===== src/rtl/alu_pkg.sv =====
// alu_pkg: shared nibble width, sequencer state encoding and index width helper
package alu_pkg;
  localparam int NIBBLE_W = 4;
  typedef logic [1:0] state_t;
  localparam state_t IDLE = 2'd0;
  localparam state_t RUN  = 2'd1;
  localparam state_t DONE = 2'd2;
  function automatic int idx_w(input int n);
    return n > 1 ? $clog2(n) : 1;
  endfunction
endpackage


===== src/rtl/nibble_serial_add_ctrl_if.sv =====
// nibble_serial_add_ctrl_if: operand request and result handshake bundle
interface nibble_serial_add_ctrl_if #(parameter int NIBBLES = 4);
  import alu_pkg::*;
  localparam int W = NIBBLE_W * NIBBLES;
  logic in_valid, in_ready, sub, out_valid, out_ready, carry_out, overflow;
  logic [W-1:0] op_a, op_b, result;
  modport master (
    output in_valid, op_a, op_b, sub, out_ready,
    input  in_ready, out_valid, result, carry_out, overflow
  );
  modport slave (
    input  in_valid, op_a, op_b, sub, out_ready,
    output in_ready, out_valid, result, carry_out, overflow
  );
endinterface


===== src/rtl/nibble_serial_add_ctrl.sv =====
// nibble_serial_add_ctrl: wide add/sub sequenced LSB-first through an external 4-bit adder
module nibble_serial_add_ctrl
  import alu_pkg::*;
#(
  parameter int NIBBLES = 4
) (
  input  logic                clk,
  input  logic                rst,
  nibble_serial_add_ctrl_if.slave bus,
  output logic [NIBBLE_W-1:0] add_a,
  output logic [NIBBLE_W-1:0] add_b,
  output logic                add_ci,
  input  logic [NIBBLE_W-1:0] add_s,
  input  logic                add_co
);
  localparam int W  = NIBBLE_W * NIBBLES;
  localparam int IW = idx_w(NIBBLES);
  state_t        state;
  logic [IW-1:0] idx;
  logic [W-1:0]  a_reg, b_reg, res;
  logic          carry_reg, co, ov, ovld, last;
  assign last          = idx == IW'(NIBBLES - 1);
  assign bus.in_ready  = (state == IDLE) && !rst;
  assign bus.out_valid = ovld;
  assign bus.result    = res;
  assign bus.carry_out = co;
  assign bus.overflow  = ov;
  always_comb begin
    add_a  = '0;
    add_b  = '0;
    add_ci = 1'b0;
    if (state == RUN) begin
      add_ci = carry_reg;
      for (int i = 0; i < NIBBLES; i++)
        if (idx == IW'(i)) begin
          add_a = a_reg[i*NIBBLE_W +: NIBBLE_W];
          add_b = b_reg[i*NIBBLE_W +: NIBBLE_W];
        end
    end
  end
  always_ff @(posedge clk) begin
    if (rst) begin
      state     <= IDLE;
      idx       <= '0;
      a_reg     <= '0;
      b_reg     <= '0;
      carry_reg <= 1'b0;
      res       <= '0;
      co        <= 1'b0;
      ov        <= 1'b0;
      ovld      <= 1'b0;
    end else if (state == IDLE && bus.in_valid) begin
      a_reg     <= bus.op_a;
      b_reg     <= bus.sub ? ~bus.op_b : bus.op_b;
      carry_reg <= bus.sub;
      idx       <= '0;
      state     <= RUN;
    end else if (state == RUN) begin
      for (int i = 0; i < NIBBLES; i++)
        if (idx == IW'(i)) res[i*NIBBLE_W +: NIBBLE_W] <= add_s;
      carry_reg <= add_co;
      if (last) begin
        state <= DONE;
        co    <= add_co;
        ov    <= (a_reg[W-1] == b_reg[W-1]) && (add_s[NIBBLE_W-1] != a_reg[W-1]);
        ovld  <= 1'b1;
      end else idx <= idx + IW'(1);
    end else if (state == DONE && bus.out_ready) begin
      ovld  <= 1'b0;
      state <= IDLE;
    end
  end
endmodule

===== src/flat_wrapper.sv =====
// flat-port wrapper written by rule: the top's interface ports become plain ports
module nibble_serial_add_ctrl_flat import alu_pkg::*;
#(
  parameter int NIBBLES = 4
)
  (clk, rst, add_a, add_b, add_ci, add_s, add_co, bus_in_valid, bus_op_a, bus_op_b, bus_sub, bus_out_ready, bus_in_ready, bus_out_valid, bus_result, bus_carry_out, bus_overflow);
  nibble_serial_add_ctrl_if #(.NIBBLES(NIBBLES)) bus_i ();
  input  logic clk;
  input  logic rst;
  output logic [NIBBLE_W-1:0] add_a;
  output logic [NIBBLE_W-1:0] add_b;
  output logic add_ci;
  input  logic [NIBBLE_W-1:0] add_s;
  input  logic add_co;
  input wire logic [$bits(bus_i.in_valid)-1:0] bus_in_valid;
  input wire logic [$bits(bus_i.op_a)-1:0] bus_op_a;
  input wire logic [$bits(bus_i.op_b)-1:0] bus_op_b;
  input wire logic [$bits(bus_i.sub)-1:0] bus_sub;
  input wire logic [$bits(bus_i.out_ready)-1:0] bus_out_ready;
  output wire logic [$bits(bus_i.in_ready)-1:0] bus_in_ready;
  output wire logic [$bits(bus_i.out_valid)-1:0] bus_out_valid;
  output wire logic [$bits(bus_i.result)-1:0] bus_result;
  output wire logic [$bits(bus_i.carry_out)-1:0] bus_carry_out;
  output wire logic [$bits(bus_i.overflow)-1:0] bus_overflow;
  assign bus_i.in_valid = bus_in_valid;
  assign bus_i.op_a = bus_op_a;
  assign bus_i.op_b = bus_op_b;
  assign bus_i.sub = bus_sub;
  assign bus_i.out_ready = bus_out_ready;
  assign bus_in_ready = bus_i.in_ready;
  assign bus_out_valid = bus_i.out_valid;
  assign bus_result = bus_i.result;
  assign bus_carry_out = bus_i.carry_out;
  assign bus_overflow = bus_i.overflow;
  nibble_serial_add_ctrl #(.NIBBLES(NIBBLES)) u_core (.clk(clk), .rst(rst), .bus(bus_i), .add_a(add_a), .add_b(add_b), .add_ci(add_ci), .add_s(add_s), .add_co(add_co));
endmodule

===== config.mk =====
export PLATFORM = sky130hd
export DESIGN_NAME = nibble_serial_add_ctrl_flat
export DESIGN_NICKNAME = d
export VERILOG_FILES = /design/src/rtl/alu_pkg.sv /design/src/rtl/nibble_serial_add_ctrl_if.sv /design/src/rtl/nibble_serial_add_ctrl.sv /design/src/flat_wrapper.sv
export SDC_FILE = /design/constraint.sdc
export NUM_CORES = 1
export LEC_CHECK = 0
export CORE_ASPECT_RATIO = 0.7
export CORE_MARGIN = 2
export CORE_UTILIZATION = 30
export DETAILED_ROUTE_END_ITERATION = 8
export HOLD_SLACK_MARGIN = 0.1
export PLACE_DENSITY_LB_ADDON = 0.15
export SLEW_MARGIN = 5
export SYNTH_ARGS = -nofsm -noshare
export SYNTH_HDL_FRONTEND = slang
export SYNTH_SLANG_ARGS = --single-unit

===== constraint.sdc =====
create_clock -name clk -period 5 [get_ports clk]
set_input_delay 1 -clock clk [delete_from_list [all_inputs] [get_ports clk]]
set_output_delay 1 -clock clk [all_outputs]
set_load 0.02 [all_outputs]

==> key figures <==
Detailed routing
  • Vias: 2204
  • DRT Pass-1 Iters: 4
  • DRT antenna net count: 0
  • WL per Instance: 14.4 um
  • Initial drt markers: between 100 and 150
  • Drt via density: just under 5
  • Drt drc: 0
  • Routed WL: 6530 um

Clocking
  • H-tree depth: 2
  • Cts hold-fix bufs: 0
  • Worst-Skew Late Latency: 0.29 ns
  • CTS max path bufs: 2
  • Inserted Clock Buffers: 5
  • Root Buffer: clkbuf_16
  • CTS tree: yes
  • Clock tree sinks: 56
  • # resized after CTS: 0
  • Worst-path clk slew: 0.07 ns
  • Post CTS Setup Buffer Count: 0

STA
  • RSZ-0062 raised after global routing: false
  • Endpoints failing hold: 0
  • Fmax: between 0.2 and 0.3 GHz
  • Worst-margin pin slew: 0.956 ns
  • Worst Skew: 0.00635 ns
  • Sum of negative setup slack: 0 ns
  • Final min period: 3.98 ns
  • Slew Limit Fails: 0
  • Rel. slew slack: 0.361
  • # setup viols final: 0
  • Final Cycle Share: 0.796
  • Hold Slack: 0.455 ns

Setup path
  • Required @ worst endpoint: about 4 ns
  • Critical path class: reg2out
  • Crit Path Max Fanout: 13
  • Worst EP arrival: 2.98 ns
  • CP startpoint kind: register
  • Worst setup EP type: primary output

Global routing
  • GRT Overall Usage: 0.143
  • Pin count of the biggest net entering global routing: 57
  • Antenna violations before repair: 0
  • First-pass GRT wire length: 10300 um
  • Grt total ovfl: 0
  • Number of global-route vias before repair: roughly 2000

Synthesis
  • Mapped Cells: 299
  • FFs w/ async S/R, synth: 0
  • Synth area leaders: dfxtp_1 (45%), nand2_1 (7.6%), a21oi_1 (6.6%)
  • Post-synth top flop: dfxtp_1
  • Syn_area_per_cell: approximately 8.4 um^2
  • Number of synthesized flops with an enable pin: 0
  • Synth cell types: 29
  • Leading area contributor after synthesis: dfxtp_1
  • Synthesized flop and latch total: 56
  • Synth warnings: 0
  • Post-synthesis sequential area ratio: 0.446
  • Mapped cell area: 2510 um^2
  • Post-synth top area share: 0.446
  • Post-Syn Nets: 345

Floorplan
  • IO Count: just over 70
  • Initial Util: 0.314
  • Die area: 9140 um^2
  • Die Height: 80.6 um
  • Die Width: 113 um
  • Site Rows: 27
  • CORE AREA: 8010 um^2

Layout
  • # diodes: 0
  • Area delta synth->final: 34.7%
  • Commonest non-fill, non-tap cells in the layout: clkdlybuf4s50_1 (69), dfxtp_1 (56), nand2_1 (51), a21oi_1 (33), nor2_1 (21)
  • Reg area: roughly 1100 um^2
  • Share of cells above drive strength 1: 0.0398
  • Leading cell type in the layout, fill and taps excluded: clkdlybuf4s50_1
  • Layout Nets: 399
  • Fillers: 829
  • Multi-input combinational cell area: 1250 um^2

Placed design
  • RD Place Congestion: 0.727
  • Detailed placement HPWL: 4480 um
  • Port bufs: 70

Power
  • Power density over the cells: between 300 and 400 nW/um^2
  • VDD IR max: ~0.00018 V
  • Cell leakage power: between 1 and 1.5 nW

Flow run
  • Max-capacitance violation count: 0

Outcome
  • Outcome: complete, no violations

Hold path
  • Hold WC Path Type: reg2reg
==> stage by stage <==
stage | util | power (W) | instances | setup slack (ns) | instance area [um^2]
finish | 0.423 | 0.00103 | 453 | 1.02 | 3390
global route | 0.423 | 0.00108 | 453 | 0.862 | 3390
CTS | 0.423 | 0.00104 | 453 | 1.02 | 3390
detailed placement | 0.404 | 0.000666 | 447 | 1.34 | 3230
global placement | 0.404 | 0.000665 | 447 | 1.41 | 3230
floorplan | - | 0.000598 | 299 | 2.35 | 2510
==> critical path, cell delays in order, from the launching register on <==
cell and delay [ns]:
dfxtp_1 0.37, inv_1 0.08, ha_1 0.38, nor2b_1 0.61
a221oi_1 0.17, o32ai_1 0.40, clkdlybuf4s50_1 0.69
==> synthesized netlist by cell type, types with 3 or more instances <==
cell type  instances
dfxtp_1           56
nand2_1           51
a21oi_1           33
nor2_1            21
nand3_1           19
xnor2_1           17
a211oi_1          16
buf_2             10
o21ai_0           10
clkbuf_1           9
a221oi_1           8
o31ai_1            6
mux2i_1            5
nor3_1             5
ha_1               4
nand3b_1           4
buf_6              3
inv_1              3
nand2b_1           3
nor2b_1            3
==> cell families after synthesis <==
family / count (synthesis) / share of synthesized area
flip-flops: 56 / 0.446
AND/OR/NAND/NOR: 112 / 0.205
AO/OA/AOI/OAI: 76 / 0.192
adder cells (fa/ha/maj): 4 / 0.0199
buffers and inverters: 29 / 0.0582
multiplexers: 5 / 0.0199
XOR/XNOR: 17 / 0.0592
==> power by group <==
group	leakage, nW	switching (W)	total (W)	internal (W)
logic	0.625	0.0000859	0.000167	0.0000808
clock network	0.0757	0.000148	0.000379	0.000231
registers	0.459	0.0000165	0.000489	0.000472
total	1.16	0.000250	0.00103	0.000784
==> path summary, 6_finish.rpt <==
check        cells after the start  slack [ns]                         start                                to
max reg2reg                      4        2.84    u_core.idx[0]$_SDFFE_PP0P_  u_core.bus.overflow$_SDFFE_PP0P_
min reg2reg                      2        0.45  u_core.a_reg[9]$_SDFFE_PP0P_      u_core.a_reg[9]$_SDFFE_PP0P_
min                              2        0.45  u_core.a_reg[9]$_SDFFE_PP0P_      u_core.a_reg[9]$_SDFFE_PP0P_
max                              6        1.02    u_core.idx[1]$_SDFFE_PP0P_                          add_b[3]
==> metal layers <==
metal  vias to the layer above  track usage  routed length (um)
li1                       1146            -                   -
met2                        54        0.207                2570
met4                         0       0.0256                  42
met3                         4       0.0347                 340
met1                      1000        0.214                3580
met5                         -            0                   0
==> final cells by class <==
class                   instances  area share
clock buffers                   5      0.0369
inverters                       3     0.00332
clock inverters                 1     0.00887
well taps                     101      0.0373
repair buffers                 73       0.212
multi-input cells             214       0.371
flip-flops and latches         56       0.331
Power figures use the tool's default switching activity.
